==> src/rtl/linked_list_arbiter_if.sv <==
// Request/response and list-engine bus of the linked-list arbiter.
// Latency: n/a (wires only).
// Backpressure: requesters hold req_valid until their req_ready pulse.
//
// Ports (signals of the bundle):
//   req_valid/req_lock/req_op/req_addr/req_data : packed per-requester request, requester i at slice i
//   req_ready                                   : one-hot accept pulse
//   resp_valid/resp_id/resp_data/resp_fault     : one-cycle tagged response
//   ll_op/ll_addr/ll_data/ll_op_start           : command to the list engine
//   ll_op_done/ll_data_out/ll_fault             : completion from the list engine
//   busy/wdog_err                               : status
// The slave modport is the arbiter's view; master is the environment
// (clients plus list engine) that surrounds it.
interface linked_list_arbiter_if #(
  parameter int NUM_REQ    = 4,
  parameter int DATA_WIDTH = 8,
  parameter int MAX_NODE   = 8
);
  localparam int ADDR_WIDTH = $clog2(MAX_NODE + 1);
  localparam int ID_WIDTH   = $clog2(NUM_REQ);

  logic [NUM_REQ-1:0]            req_valid;
  logic [NUM_REQ-1:0]            req_lock;
  logic [3*NUM_REQ-1:0]          req_op;
  logic [ADDR_WIDTH*NUM_REQ-1:0] req_addr;
  logic [DATA_WIDTH*NUM_REQ-1:0] req_data;
  logic [NUM_REQ-1:0]            req_ready;

  logic                          resp_valid;
  logic [ID_WIDTH-1:0]           resp_id;
  logic [DATA_WIDTH-1:0]         resp_data;
  logic                          resp_fault;

  logic [2:0]                    ll_op;
  logic [ADDR_WIDTH-1:0]         ll_addr;
  logic [DATA_WIDTH-1:0]         ll_data;
  logic                          ll_op_start;
  logic                          ll_op_done;
  logic [DATA_WIDTH-1:0]         ll_data_out;
  logic                          ll_fault;

  logic                          busy;
  logic                          wdog_err;

  modport slave (
    input  req_valid, req_lock, req_op, req_addr, req_data,
    output req_ready,
    output resp_valid, resp_id, resp_data, resp_fault,
    output ll_op, ll_addr, ll_data, ll_op_start,
    input  ll_op_done, ll_data_out, ll_fault,
    output busy, wdog_err
  );

  modport master (
    output req_valid, req_lock, req_op, req_addr, req_data,
    input  req_ready,
    input  resp_valid, resp_id, resp_data, resp_fault,
    input  ll_op, ll_addr, ll_data, ll_op_start,
    output ll_op_done, ll_data_out, ll_fault,
    input  busy, wdog_err
  );
endinterface

==> src/rtl/linked_list_arbiter.sv <==
// Round-robin arbiter (with optional lock) sharing one linked-list engine among NUM_REQ clients.
// Latency: accept in cycle 0, ll_op_start from cycle 1, resp_valid one cycle after ll_op_done.
// Backpressure: one op in flight; req_valid is only looked at in IDLE, grant is a req_ready pulse.
//
// Ports: clk, rst (async, active-high) plus bus (linked_list_arbiter_if.slave):
//   requests in (req_*), one-hot req_ready out, tagged response out (resp_*),
//   list command out (ll_op/addr/data/op_start), list completion in (ll_op_done/data_out/fault),
//   busy (not IDLE) and sticky wdog_err.
module linked_list_arbiter #(
  parameter int NUM_REQ     = 4,
  parameter int DATA_WIDTH  = 8,
  parameter int MAX_NODE    = 8,
  parameter int WDOG_CYCLES = 64
) (
  input  logic                 clk,
  input  logic                 rst,
  linked_list_arbiter_if.slave bus
);
  localparam int ADDR_WIDTH = $clog2(MAX_NODE + 1);
  localparam int ID_WIDTH   = $clog2(NUM_REQ);
  localparam int WDOG_WIDTH = $clog2(WDOG_CYCLES + 1);

  typedef enum logic [1:0] {IDLE = 2'd0, ISSUE = 2'd1, RESP = 2'd2} state_t;

  state_t                  state_q, state_d;
  logic [ID_WIDTH-1:0]     rr_ptr_q, lock_owner_q, gid_q, grant_id;
  logic                    lock_vld_q, lock_hit, any_valid, accept;
  logic [2:0]              sel_op, op_q;
  logic [ADDR_WIDTH-1:0]   sel_addr, addr_q;
  logic [DATA_WIDTH-1:0]   sel_data, data_q, resp_data_q;
  logic                    sel_lock, resp_fault_q;
  logic [WDOG_WIDTH-1:0]   wdog_cnt_q;
  logic                    wdog_err_q;

  // (base + offs) mod NUM_REQ, offs < NUM_REQ
  function automatic logic [ID_WIDTH-1:0] rr_index(input logic [ID_WIDTH-1:0] base, input int offs);
    int sum;
    sum = int'(base) + offs;
    if (sum >= NUM_REQ) sum = sum - NUM_REQ;
    return ID_WIDTH'(sum);
  endfunction

  // Grant selection and request field mux. A lock only wins while its owner
  // still asserts req_valid; otherwise plain round-robin from rr_ptr applies.
  always_comb begin
    any_valid = |bus.req_valid;
    lock_hit  = lock_vld_q && bus.req_valid[lock_owner_q];
    accept    = (state_q == IDLE) && any_valid;
    grant_id  = lock_owner_q;
    if (!lock_hit) begin
      grant_id = rr_ptr_q;
      // Scan from the far end so the nearest valid at/after rr_ptr is assigned last.
      for (int k = NUM_REQ - 1; k >= 0; k--) begin
        if (bus.req_valid[rr_index(rr_ptr_q, k)]) grant_id = rr_index(rr_ptr_q, k);
      end
    end
    sel_op   = '0;
    sel_addr = '0;
    sel_data = '0;
    sel_lock = 1'b0;
    for (int k = 0; k < NUM_REQ; k++) begin
      if (grant_id == ID_WIDTH'(k)) begin
        sel_op   = bus.req_op[3*k +: 3];
        sel_addr = bus.req_addr[ADDR_WIDTH*k +: ADDR_WIDTH];
        sel_data = bus.req_data[DATA_WIDTH*k +: DATA_WIDTH];
        sel_lock = bus.req_lock[k];
      end
    end
  end

  // State register
  always_ff @(posedge clk or posedge rst) begin
    if (rst) state_q <= IDLE;
    else     state_q <= state_d;
  end

  // Next state: the list cannot be aborted, so ISSUE waits for ll_op_done forever.
  always_comb begin
    state_d = state_q;
    case (state_q)
      IDLE:    if (any_valid) state_d = ISSUE;
      ISSUE:   if (bus.ll_op_done) state_d = RESP;
      RESP:    state_d = IDLE;
      default: state_d = IDLE;
    endcase
  end

  // Outputs. req_ready is gated by rst so nothing is granted while reset is held.
  always_comb begin
    bus.req_ready = '0;
    if (accept && !rst) bus.req_ready = NUM_REQ'(1) << grant_id;
    bus.ll_op_start = (state_q == ISSUE);
    bus.resp_valid  = (state_q == RESP);
    bus.busy        = (state_q != IDLE);
    bus.ll_op       = op_q;
    bus.ll_addr     = addr_q;
    bus.ll_data     = data_q;
    bus.resp_id     = gid_q;
    bus.resp_data   = resp_data_q;
    bus.resp_fault  = resp_fault_q;
    bus.wdog_err    = wdog_err_q;
  end

  // Request latch, arbitration state, response capture and watchdog.
  always_ff @(posedge clk or posedge rst) begin
    if (rst) begin
      rr_ptr_q     <= '0;
      lock_owner_q <= '0;
      lock_vld_q   <= 1'b0;
      gid_q        <= '0;
      op_q         <= '0;
      addr_q       <= '0;
      data_q       <= '0;
      resp_data_q  <= '0;
      resp_fault_q <= 1'b0;
      wdog_cnt_q   <= '0;
      wdog_err_q   <= 1'b0;
    end else begin
      if (accept) begin
        gid_q        <= grant_id;
        op_q         <= sel_op;
        addr_q       <= sel_addr;
        data_q       <= sel_data;
        rr_ptr_q     <= (grant_id == ID_WIDTH'(NUM_REQ - 1)) ? '0 : grant_id + 1'b1;
        lock_owner_q <= grant_id;
        lock_vld_q   <= sel_lock;
      end else if (state_q == IDLE) begin
        // Idle with no requests means the owner dropped valid: release.
        lock_vld_q <= 1'b0;
      end

      if (state_q == ISSUE && bus.ll_op_done) begin
        resp_data_q  <= bus.ll_data_out;
        resp_fault_q <= bus.ll_fault;
      end

      // Counter restarts for every op; it saturates so wdog_err fires once.
      if (state_q != ISSUE) begin
        wdog_cnt_q <= '0;
      end else if (!bus.ll_op_done && wdog_cnt_q != WDOG_WIDTH'(WDOG_CYCLES)) begin
        wdog_cnt_q <= wdog_cnt_q + 1'b1;
        if (wdog_cnt_q == WDOG_WIDTH'(WDOG_CYCLES - 1)) wdog_err_q <= 1'b1;
      end
    end
  end
endmodule
==> src/flat_wrapper.sv <==
// flat-port wrapper written by rule: the top's interface ports become plain ports
module linked_list_arbiter_flat 
#(
  parameter int NUM_REQ     = 4,
  parameter int DATA_WIDTH  = 8,
  parameter int MAX_NODE    = 8,
  parameter int WDOG_CYCLES = 64
)
  (clk, rst, bus_req_valid, bus_req_lock, bus_req_op, bus_req_addr, bus_req_data, bus_req_ready, bus_resp_valid, bus_resp_id, bus_resp_data, bus_resp_fault, bus_ll_op, bus_ll_addr, bus_ll_data, bus_ll_op_start, bus_ll_op_done, bus_ll_data_out, bus_ll_fault, bus_busy, bus_wdog_err);
  linked_list_arbiter_if #(.NUM_REQ(NUM_REQ), .DATA_WIDTH(DATA_WIDTH), .MAX_NODE(MAX_NODE)) bus_i ();
  input  logic clk;
  input  logic rst;
  input wire logic [$bits(bus_i.req_valid)-1:0] bus_req_valid;
  input wire logic [$bits(bus_i.req_lock)-1:0] bus_req_lock;
  input wire logic [$bits(bus_i.req_op)-1:0] bus_req_op;
  input wire logic [$bits(bus_i.req_addr)-1:0] bus_req_addr;
  input wire logic [$bits(bus_i.req_data)-1:0] bus_req_data;
  output wire logic [$bits(bus_i.req_ready)-1:0] bus_req_ready;
  output wire logic [$bits(bus_i.resp_valid)-1:0] bus_resp_valid;
  output wire logic [$bits(bus_i.resp_id)-1:0] bus_resp_id;
  output wire logic [$bits(bus_i.resp_data)-1:0] bus_resp_data;
  output wire logic [$bits(bus_i.resp_fault)-1:0] bus_resp_fault;
  output wire logic [$bits(bus_i.ll_op)-1:0] bus_ll_op;
  output wire logic [$bits(bus_i.ll_addr)-1:0] bus_ll_addr;
  output wire logic [$bits(bus_i.ll_data)-1:0] bus_ll_data;
  output wire logic [$bits(bus_i.ll_op_start)-1:0] bus_ll_op_start;
  input wire logic [$bits(bus_i.ll_op_done)-1:0] bus_ll_op_done;
  input wire logic [$bits(bus_i.ll_data_out)-1:0] bus_ll_data_out;
  input wire logic [$bits(bus_i.ll_fault)-1:0] bus_ll_fault;
  output wire logic [$bits(bus_i.busy)-1:0] bus_busy;
  output wire logic [$bits(bus_i.wdog_err)-1:0] bus_wdog_err;
  assign bus_i.req_valid = bus_req_valid;
  assign bus_i.req_lock = bus_req_lock;
  assign bus_i.req_op = bus_req_op;
  assign bus_i.req_addr = bus_req_addr;
  assign bus_i.req_data = bus_req_data;
  assign bus_req_ready = bus_i.req_ready;
  assign bus_resp_valid = bus_i.resp_valid;
  assign bus_resp_id = bus_i.resp_id;
  assign bus_resp_data = bus_i.resp_data;
  assign bus_resp_fault = bus_i.resp_fault;
  assign bus_ll_op = bus_i.ll_op;
  assign bus_ll_addr = bus_i.ll_addr;
  assign bus_ll_data = bus_i.ll_data;
  assign bus_ll_op_start = bus_i.ll_op_start;
  assign bus_i.ll_op_done = bus_ll_op_done;
  assign bus_i.ll_data_out = bus_ll_data_out;
  assign bus_i.ll_fault = bus_ll_fault;
  assign bus_busy = bus_i.busy;
  assign bus_wdog_err = bus_i.wdog_err;
  linked_list_arbiter #(.NUM_REQ(NUM_REQ), .DATA_WIDTH(DATA_WIDTH), .MAX_NODE(MAX_NODE), .WDOG_CYCLES(WDOG_CYCLES)) u_core (.clk(clk), .rst(rst), .bus(bus_i));
endmodule
==> config.mk <==
export PLATFORM = sky130hd
export DESIGN_NAME = linked_list_arbiter_flat
export DESIGN_NICKNAME = d
export VERILOG_FILES = /design/src/rtl/linked_list_arbiter_if.sv /design/src/rtl/linked_list_arbiter.sv /design/src/flat_wrapper.sv
export SDC_FILE = /design/constraint.sdc
export NUM_CORES = 1
export LEC_CHECK = 0
export CAP_MARGIN = 10
export CORE_ASPECT_RATIO = 0.9
export CORE_MARGIN = 2
export CORE_UTILIZATION = 25
export CTS_CLUSTER_DIAMETER = 150
export DETAILED_ROUTE_END_ITERATION = 10
export MAX_ROUTING_LAYER = met4
export PLACE_DENSITY = 0.52
export SKIP_CTS_REPAIR_TIMING = 1
export SLEW_MARGIN = 40
export SYNTH_ARGS = -nofsm -noshare
export SYNTH_HDL_FRONTEND = slang
export SYNTH_SLANG_ARGS = --single-unit
export TNS_END_PERCENT = 50
==> constraint.sdc <==
create_clock -name clk -period 3.1 [get_ports clk]
set_clock_uncertainty 0.2 [all_clocks]
set_input_delay 0.465 -clock clk [delete_from_list [all_inputs] [get_ports clk]]
set_output_delay 0.465 -clock clk [all_outputs]
set_load 0.03 [all_outputs]
==> impl_metrics.json, run 1 <==
{
  "grt_start_max_net_pins": 33,
  "switching_power_mw": 1.63,
  "hold_class": "input port to asynchronous set/reset pin",
  "first_global_vias": 2267,
  "maxSlewViolCount": 0,
  "data_required_time_at_the_worst_endpoint_ns": 2.43,
  "worst_skew_pair.late_latency_ns": 0.29,
  "setup-violations-final": 0,
  "synth_enable_flop_cells": 0,
  "final_period_demand_of_the_worst_path_ns": 3.02,
  "dpl.hpwl_um": 5290,
  "max_clock_freq_mhz": 331,
  "port-buffer-count": 113,
  "timing.critical_path.from_type": "input port",
  "multiInputGateArea_um2": 1150,
  "cts_tree": "yes",
  "slew-limit-headroom_pct": 71.2,
  "synth_warnings": 0,
  "std_cell_rows": 33,
  "final_critical_path_setup_slack_ns": 0.0781,
  "place_congestion": 0.764,
  "regArea_um2": 976,
  "internal_power_mw": 2.00,
  "global_route_wire_length_before_repair_um": 11100,
  "number_of_clock_sinks": 39,
  "synth-seq-area-share_pct": 42.7,
  "cellLeakagePower_nw": 1.60,
  "final_layout_size_suffix_gt1_share_pct": 11.9,
  "worstMarginPinSlew_ns": 0.430,
  "nFillCells": 931,
  "arrival_ns": 2.36,
  "fin_cells": 483,
  "critical-path-slowest-cell": "sky130_fd_sc_hd__clkdlybuf4s50_1",
  "pwr-share-seq_pct": 24.4,
  "postSynth.asyncResetShare_pct": 100,
  "pre_cts_slack_ns": -0.0865,
  "die_w_um": 105,
  "worstPathMaxFanout": 4,
  "wl_um": 7100,
  "areaGrowthSynthToFinish_pct": 60.9,
  "power_frac_clock_pct": 9.4,
  "timing.rr.start": "u_core.lock_owner_q[0]",
  "mostFrequentLayoutCells": "107 x sky130_fd_sc_hd__clkdlybuf4s50_1, 39 x sky130_fd_sc_hd__dfrtp_1, 35 x sky130_fd_sc_hd__a21oi_1",
  "fp.dieArea_um2": 9930,
  "cts_max_path_buffers": 2,
  "crit_path_max_incr_delay_ns": 0.53,
  "tritoncts.num_buffers": 5,
  "power.total_mw": 3.63,
  "via_total_after_detailed_routing": 2253,
  "synth-seq-cells": 39,
  "post-place-cells": 475,
  "rr_worst_depth": 10,
  "power_frac_comb_pct": 66.2,
  "synthesis.area_um2": 2290,
  "firstDrtPassIters": 4,
  "timing.setup.critical_path_class": "input port to output pin",
  "track_usage_pct": 14.4,
  "syn_area_per_cell_um2": 9.34,
  "ioPinCount": 114,
  "timing.critical_path.cells": "clkdlybuf4s50_1 -> nor2_1 -> a221oi_1 -> nor3_1 -> or2_2 -> ha_1 -> and3_1 -> buf_4",
  "avgRoutedWirePerCell_um": 14.7,
  "final.period_utilization_pct": 97.5,
  "tns_ns": 0,
  "switching_share_pct": 44.9,
  "first_iter_violations": 45,
  "timing.max_cap.violations": 0,
  "rsz0062_at_grt": "true",
  "global_route.overflow_total": 0,
  "finalHoldViolCount": 0,
  "layout.cells.most_common": "sky130_fd_sc_hd__clkdlybuf4s50_1",
  "synth_cell_type_count": 42,
  "dominantRegCellSynth": "sky130_fd_sc_hd__dfrtp_1",
  "post_synth_inst_count": 245,
  "area_inside_the_core_boundary_um2": 9000,
  "status": "finished, final reports clean",
  "power.density_cell_area_nw_per_um2": 987,
  "drc_errors": 0,
  "cts_htree_levels": 2,
  "drt-vias-per-instance": 4.66,
  "worst_ir_drop_vdd_mv": 0.516,
  "die_height_um": 94.7,
  "timing.rr.end": "u_core.lock_vld_q",
  "cts_root_buf": "sky130_fd_sc_hd__clkbuf_8",
  "antenna_cell_count": 0,
  "grt_antenna_before_repair": 0,
  "ant_nets": 0,
  "postSynthNetCount": 331,
  "timing.reg2reg.setup_slack_ns": 0.44,
  "cp-end-kind": "output pin",
  "clk_pin_slew_ns": 0.08,
  "floorplan.initialDensity_pct": 25.4,
  "final_net_count": 446
}
kinds of logic after synthesis:
group	after synthesis	synth area share, %
AO/OA/AOI/OAI	82	24.7
flip-flops	39	42.7
adder cells (fa/ha/maj)	6	3.28
AND/OR/NAND/NOR	57	12.1
buffers and inverters	41	7.82
multiplexers	16	7.82
XOR/XNOR	4	1.53
Yosys cell counts (2+ instances only):
library cell	count	area share (%)
sky130_fd_sc_hd__dfrtp_1	39	43
sky130_fd_sc_hd__a21oi_1	36	7.9
sky130_fd_sc_hd__nor2_1	28	4.6
sky130_fd_sc_hd__inv_1	24	3.9
sky130_fd_sc_hd__a221oi_1	16	6.1
sky130_fd_sc_hd__a211o_1	15	5.7
sky130_fd_sc_hd__mux2_2	11	5.4
sky130_fd_sc_hd__clkbuf_1	8	1.3
sky130_fd_sc_hd__nand2_1	7	1.1
sky130_fd_sc_hd__ha_1	6	3.3
sky130_fd_sc_hd__buf_2	5	1.1
sky130_fd_sc_hd__nand2b_1	5	1.4
sky130_fd_sc_hd__and3_1	4	1.1
sky130_fd_sc_hd__mux2i_1	4	1.8
sky130_fd_sc_hd__o21ai_0	3	0.66
sky130_fd_sc_hd__a21o_1	2	0.66
sky130_fd_sc_hd__a311oi_1	2	0.77
sky130_fd_sc_hd__buf_6	2	0.98
sky130_fd_sc_hd__nand4b_1	2	0.77
sky130_fd_sc_hd__nor3_1	2	0.44
sky130_fd_sc_hd__xnor2_1	2	0.77
sky130_fd_sc_hd__xor2_1	2	0.77
how the worst max path moves through the flow:
stage                        end  cells past startpoint                    from
6_report        bus_req_ready[2]                      8        bus_req_valid[0]
5_1_grt         bus_req_ready[2]                      8        bus_req_valid[0]
4_1_cts         bus_req_ready[1]                      8        bus_req_valid[1]
3_5_place_dp   u_core.lock_vld_q                     11        bus_req_valid[1]
3_3_place_gp   u_core.lock_vld_q                     11        bus_req_valid[1]
2_1_floorplan   bus_req_ready[2]                      8  u_core.lock_owner_q[0]
power groups by stage:
stage | logic (mW) | registers, mW | clock network (mW)
2_1_floorplan | 1.25 | 1.22 | 0
3_3_place_gp | 2.41 | 0.890 | 0
3_5_place_dp | 2.43 | 0.892 | 0
4_1_cts | 2.44 | 0.885 | 0.353
5_1_grt | 2.62 | 0.919 | 0.379
6_report | 2.40 | 0.887 | 0.341
sequential cells by signal, indices dropped and copies added (netlist names):
register	count
u_core.state_q	2
u_core.wdog_cnt_q	7
u_core.bus.ll_op	3
u_core.bus.resp_fault	1
u_core.bus.ll_addr	4
u_core.rr_ptr_q	2
u_core.lock_owner_q	2
u_core.bus.ll_data	8
u_core.bus.wdog_err	1
u_core.bus.resp_data	8
u_core.lock_vld_q	1
through the flow:
step	util, %	hold WS [ns]	area, um^2
3_5_place_dp	39.8	0.245	3580
5_1_grt	40.9	0.229	3680
2_1_floorplan	-	0.278	2290
6_report	40.9	0.217	3680
4_1_cts	40.7	0.218	3660
3_3_place_gp	39.8	0.245	3580
critical path, delay by kind of cell:
family / cells / cell delay, ns
AOI/OAI and AO/OA: 1 / 0.30
adders and majority gates: 1 / 0.22
buffers and inverters: 2 / 0.70
and+or+nand+nor: 4 / 0.67
routing by layer:
layer | vias to the layer above | global-route usage, % | part of all wire [%]
met5 | - | - | 0
met4 | 0 | 4.78 | 2.1
met3 | 13 | 4.49 | 7.6
met2 | 76 | 23.1 | 46
met1 | 1058 | 17.3 | 44
li1 | 1106 | - | -
final cells by class:
type                    instances  area share [%]
clock buffers                   6            1.97
clock inverters                 2           0.340
inverters                      24            2.45
multi-input cells             165            31.2
flip-flops and latches         39            26.5
well taps                     122            4.15
repair buffers                125            33.4
Note: power is estimated with default switching activity, not from simulation.
==> inputs of run 2 (changes only) <==
--- a/config.mk
+++ b/config.mk
@@ -7,7 +7,6 @@
 export LEC_CHECK = 0
 export CAP_MARGIN = 10
 export CORE_ASPECT_RATIO = 0.9
-export CORE_MARGIN = 2
 export CORE_UTILIZATION = 25
 export CTS_CLUSTER_DIAMETER = 150
 export DETAILED_ROUTE_END_ITERATION = 10
==> impl_metrics.json, run 2 (synthesis results as in run 1) <==
{
  "status": "finished, final reports clean",
  "final_layout_size_suffix_gt1_share_pct": 13.4,
  "worstPathMaxFanout": 5,
  "drc_errors": 0,
  "antenna_cell_count": 0,
  "arrival_ns": 2.35,
  "cellLeakagePower_nw": 1.64,
  "port-buffer-count": 113,
  "cp-end-kind": "output pin",
  "die_height_um": 92.7,
  "global_route_wire_length_before_repair_um": 10800,
  "ant_nets": 0,
  "nFillCells": 895,
  "timing.max_cap.violations": 0,
  "grt_antenna_before_repair": 0,
  "worst_ir_drop_vdd_mv": 0.505,
  "ioPinCount": 114,
  "area_inside_the_core_boundary_um2": 8730,
  "final_critical_path_setup_slack_ns": 0.0840,
  "setup-violations-final": 0,
  "cts_max_path_buffers": 2,
  "die_w_um": 103,
  "worst_skew_pair.late_latency_ns": 0.29,
  "wl_um": 6960,
  "pre_cts_slack_ns": -0.0877,
  "placed_cell_area_um2": 3610,
  "slew-limit-headroom_pct": 70.2,
  "global_route.overflow_total": 0,
  "final_period_demand_of_the_worst_path_ns": 3.02,
  "timing.setup.critical_path_class": "input port to output pin",
  "data_required_time_at_the_worst_endpoint_ns": 2.43,
  "dpl.hpwl_um": 5310,
  "grt_start_max_net_pins": 33,
  "place_congestion": 0.768,
  "std_cell_rows": 32,
  "floorplan.initialDensity_pct": 26.2,
  "tritoncts.num_buffers": 5,
  "cts_tree": "yes",
  "finalHoldViolCount": 0,
  "post-place-cells": 477,
  "number_of_clock_sinks": 39,
  "cts_htree_levels": 2,
  "first_iter_violations": 65,
  "final_cell_area_um2": 3740,
  "firstDrtPassIters": 4,
  "multiInputGateArea_um2": 1140,
  "final_net_count": 451,
  "layout.cells.most_common": "sky130_fd_sc_hd__clkdlybuf4s50_1",
  "final.period_utilization_pct": 97.3,
  "worstMarginPinSlew_ns": 0.444,
  "timing.critical_path.from_type": "input port",
  "regArea_um2": 976,
  "max_clock_freq_mhz": 332,
  "power.total_mw": 3.75,
  "first_global_vias": 2200,
  "cts_root_buf": "sky130_fd_sc_hd__clkbuf_8",
  "maxSlewViolCount": 0,
  "clk_pin_slew_ns": 0.08,
  "drt-vias-per-instance": 4.58,
  "areaGrowthSynthToFinish_pct": 63.6,
  "power.density_cell_area_nw_per_um2": 1000,
  "rsz0062_at_grt": "true",
  "fin_cells": 485,
  "hold_class": "input port to asynchronous set/reset pin",
  "track_usage_pct": 15.1,
  "avgRoutedWirePerCell_um": 14.3,
  "fp.dieArea_um2": 9540,
  "mostFrequentLayoutCells": "107 x sky130_fd_sc_hd__clkdlybuf4s50_1, 39 x sky130_fd_sc_hd__dfrtp_1, 35 x sky130_fd_sc_hd__a21oi_1",
  "via_total_after_detailed_routing": 2222
}
## run 2: cell types whose count changed in the layout (fill, tap and decap cells not counted), sizes merged
cell,before,now
clkinvlp,1,0
buf,16,21
bufinv,0,1
## run 2: path summary, 6_finish.rpt
kind | from | to | slack [ns] | cells after the start
max | bus_req_valid[2] | bus_req_ready[1] | 0.08 | 8
min | rst | u_core.bus.ll_op[2] | 0.23 | 2
max reg2reg | u_core.lock_owner_q[0] | u_core.lock_vld_q | 0.44 | 10
min reg2reg | u_core.bus.wdog_err | u_core.bus.wdog_err | 0.27 | 1
max in group asynchronous | rst | u_core.lock_owner_q[1] | 1.91 | 3
min in group clk | u_core.bus.wdog_err | u_core.bus.wdog_err | 0.27 | 1
## run 2: metrics by stage
step | setup TNS (ns) | utilization (%) | hold slack (ns)
after floorplan | 0 | - | 0.278
after global placement | -0.0183 | 41.4 | 0.245
after detailed placement | -0.119 | 41.4 | 0.249
after CTS | -0.00604 | 42.7 | 0.227
after global routing | -0.0208 | 42.9 | 0.252
final | 0 | 42.9 | 0.228
## run 2: power breakdown
group / switching, mW / leakage, nW / internal [mW] / total, mW
Combinational: 1.28 / 1.11 / 1.14 / 2.42
Clock: 0.187 / 0.0612 / 0.261 / 0.448
Sequential: 0.151 / 0.474 / 0.734 / 0.885
## run 2: final cells by class
| cell class | instances | area share (%) |
|---|---|---|
| Inverter | 24 | 2.41 |
| Clock buffer | 6 | 2.21 |
| Clock inverter | 2 | 0.936 |
| Tap cell | 119 | 3.98 |
| Multi-Input combinational cell | 165 | 30.6 |
| Timing Repair Buffer | 130 | 33.8 |
| Sequential cell | 39 | 26.1 |
## run 2: worst max-delay path, stage by stage
cell	delay, ns
sky130_fd_sc_hd__clkdlybuf4s50_1	0.54
sky130_fd_sc_hd__inv_1	0.08
sky130_fd_sc_hd__a311oi_1	0.26
sky130_fd_sc_hd__a211oi_2	0.08
sky130_fd_sc_hd__mux2_2	0.29
sky130_fd_sc_hd__ha_1	0.25
sky130_fd_sc_hd__and3_1	0.20
sky130_fd_sc_hd__buf_4	0.17
## run 2: layer usage
metal / global-route usage (%) / vias to the layer above / part of all wire, %
met2: 24.3 / 74 / 46
met1: 19.1 / 1030 / 46
met4: 3.29 / 0 / 0.63
met3: 3.70 / 5 / 7.4
met5: - / - / 0
li1: - / 1113 / -
==> inputs of run 3 (changes only) <==
==> constraint.sdc (replaced) <==
create_clock -name clk -period 3.9 [get_ports clk]
set_clock_uncertainty 0.2 [all_clocks]
set_input_delay 0.585 -clock clk [delete_from_list [all_inputs] [get_ports clk]]
set_output_delay 0.585 -clock clk [all_outputs]
set_load 0.03 [all_outputs]
==> impl_metrics.json, run 3 (synthesis results as in run 1) <==
{
  "status": "finished, final reports clean",
  "avgRoutedWirePerCell_um": 14.4,
  "layout.cells.most_common": "sky130_fd_sc_hd__clkdlybuf4s50_1",
  "routed-wl-met3_um": 572,
  "first_global_vias": 2137,
  "uppermost_layer_routed": "met4",
  "power.density_cell_area_nw_per_um2": 797,
  "worst_ir_drop_vdd_mv": 0.351,
  "timing.setup.critical_path_class": "input port to output pin",
  "tritoncts.num_buffers": 5,
  "first_iter_violations": 80,
  "die_w_um": 103,
  "global_route.overflow_total": 0,
  "data_required_time_at_the_worst_endpoint_ns": 3.12,
  "areaGrowthSynthToFinish_pct": 59.4,
  "timing.rr.start": "u_core.lock_owner_q[0]",
  "critPathBufInv": 2,
  "dpl.hpwl_um": 4950,
  "final_critical_path_setup_slack_ns": 0.217,
  "drc_errors": 0,
  "hold_class": "register to register",
  "wl_um": 6820,
  "final_layout_size_suffix_gt1_share_pct": 10.1,
  "via_total_after_detailed_routing": 2216,
  "ant_nets": 0,
  "antenna_cell_count": 0,
  "final_period_demand_of_the_worst_path_ns": 3.68,
  "critical-path-slowest-cell": "sky130_fd_sc_hd__clkdlybuf4s50_1",
  "crit_path_max_incr_delay_ns": 0.60,
  "cp-end-kind": "output pin",
  "worstMarginPinSlew_ns": 0.544,
  "power.total_mw": 2.91,
  "timing.reg2reg.setup_slack_ns": 0.99,
  "critical_path.most_common_cell": "sky130_fd_sc_hd__clkdlybuf4s50_1",
  "timing.rr.end": "u_core.bus.ll_data[0]",
  "cts_max_path_buffers": 2,
  "maxSlewViolCount": 0,
  "multiInputGateArea_um2": 1140,
  "grt_antenna_before_repair": 0,
  "firstDrtPassIters": 4,
  "max_clock_freq_mhz": 272,
  "clk_pin_slew_ns": 0.08,
  "regArea_um2": 976,
  "final_net_count": 441,
  "place_congestion": 0.757,
  "cts_root_buf": "sky130_fd_sc_hd__clkbuf_8",
  "nFillCells": 888,
  "track_usage_pct": 14.9,
  "die_height_um": 92.7,
  "timing.critical_path.from_type": "input port",
  "mostFrequentLayoutCells": "110 x sky130_fd_sc_hd__clkdlybuf4s50_1, 39 x sky130_fd_sc_hd__dfrtp_1, 35 x sky130_fd_sc_hd__a21oi_1",
  "cts_tree": "yes",
  "number_of_clock_sinks": 39,
  "wl_met1_um": 3050,
  "final.period_utilization_pct": 94.4,
  "cts_htree_levels": 2,
  "worstPathMaxFanout": 6,
  "area_inside_the_core_boundary_um2": 8730,
  "ioPinCount": 114,
  "dr_wl_met2_um": 3150,
  "cellLeakagePower_nw": 1.57,
  "pre_cts_slack_ns": 0.202,
  "min_from": "u_core.bus.wdog_err",
  "slew-limit-headroom_pct": 63.8,
  "hold_end": "u_core.bus.wdog_err",
  "critPathTopFamily": "buffers and inverters",
  "drt-vias-per-instance": 4.67,
  "rsz0062_at_grt": "false",
  "global_route_wire_length_before_repair_um": 10600,
  "rr_worst_depth": 10,
  "post-place-cells": 467,
  "finalHoldViolCount": 0,
  "std_cell_rows": 32,
  "grt_start_max_net_pins": 43,
  "worst_skew_pair.late_latency_ns": 0.29,
  "timing.critical_path.cells": "clkdlybuf4s50_1 -> nand2b_1 -> a21oi_1 -> a211oi_1 -> mux2i_1 -> ha_1 -> and3_1 -> clkdlybuf4s50_1",
  "floorplan.initialDensity_pct": 26.2,
  "fin_cells": 475,
  "port-buffer-count": 113,
  "tns_ns": 0,
  "timing.max_cap.violations": 0,
  "fp.dieArea_um2": 9540,
  "arrival_ns": 2.90,
  "hold_path_depth": 1,
  "setup-violations-final": 0
}
[run 3: worst max path at each step]
stage                                 from          endpoint  slack (ns)  depth (start not counted)
global placement          bus_req_valid[1]  bus_req_ready[0]        0.24                          8
global route              bus_req_valid[1]  bus_req_ready[0]       0.009                          8
finish                    bus_req_valid[1]  bus_req_ready[0]        0.22                          8
detailed placement        bus_req_valid[1]  bus_req_ready[0]        0.20                          8
floorplan           u_core.lock_owner_q[0]  bus_req_ready[2]        0.84                          8
CTS                       bus_req_valid[1]  bus_req_ready[0]        0.19                          8
[run 3: cell type report]
type / count / area share (%)
Clock buffer: 6 / 2.27
Clock inverter: 2 / 0.961
Inverter: 24 / 2.47
Multi-Input combinational cell: 165 / 31.2
Sequential cell: 39 / 26.8
Tap cell: 119 / 4.09
Timing Repair Buffer: 120 / 32.3
[run 3: worst register-to-register path, stage by stage, from the launching register on]
cell,delay (ns)
sky130_fd_sc_hd__dfrtp_1,0.48
sky130_fd_sc_hd__mux2i_1,0.32
sky130_fd_sc_hd__nor2_1,0.07
sky130_fd_sc_hd__nor3_1,0.31
sky130_fd_sc_hd__nor2_1,0.12
sky130_fd_sc_hd__ha_1,0.23
sky130_fd_sc_hd__nor2b_2,0.35
sky130_fd_sc_hd__buf_4,0.25
sky130_fd_sc_hd__a221oi_1,0.10
sky130_fd_sc_hd__a211o_1,0.28
sky130_fd_sc_hd__a21oi_1,0.12
[run 3: stage by stage]
step	utilization [%]	instance area (um^2)	hold WS, ns
after floorplan	-	2290	0.278
after global placement	40.4	3530	0.264
after detailed placement	40.4	3530	0.259
after CTS	41.8	3640	0.285
after global routing	41.8	3640	0.300
final	41.8	3640	0.283
[run 3: power by group]
group	internal (mW)	switching (mW)	total, mW
registers	0.583	0.115	0.699
logic	0.836	1.02	1.85
clock network	0.207	0.149	0.356
[run 3: layer usage]
layer  up-vias  track usage (%)
met4         0             3.29
li1       1096                -
met1      1040             19.0
met2        76             23.1
met3         4             4.53
met5         -                -
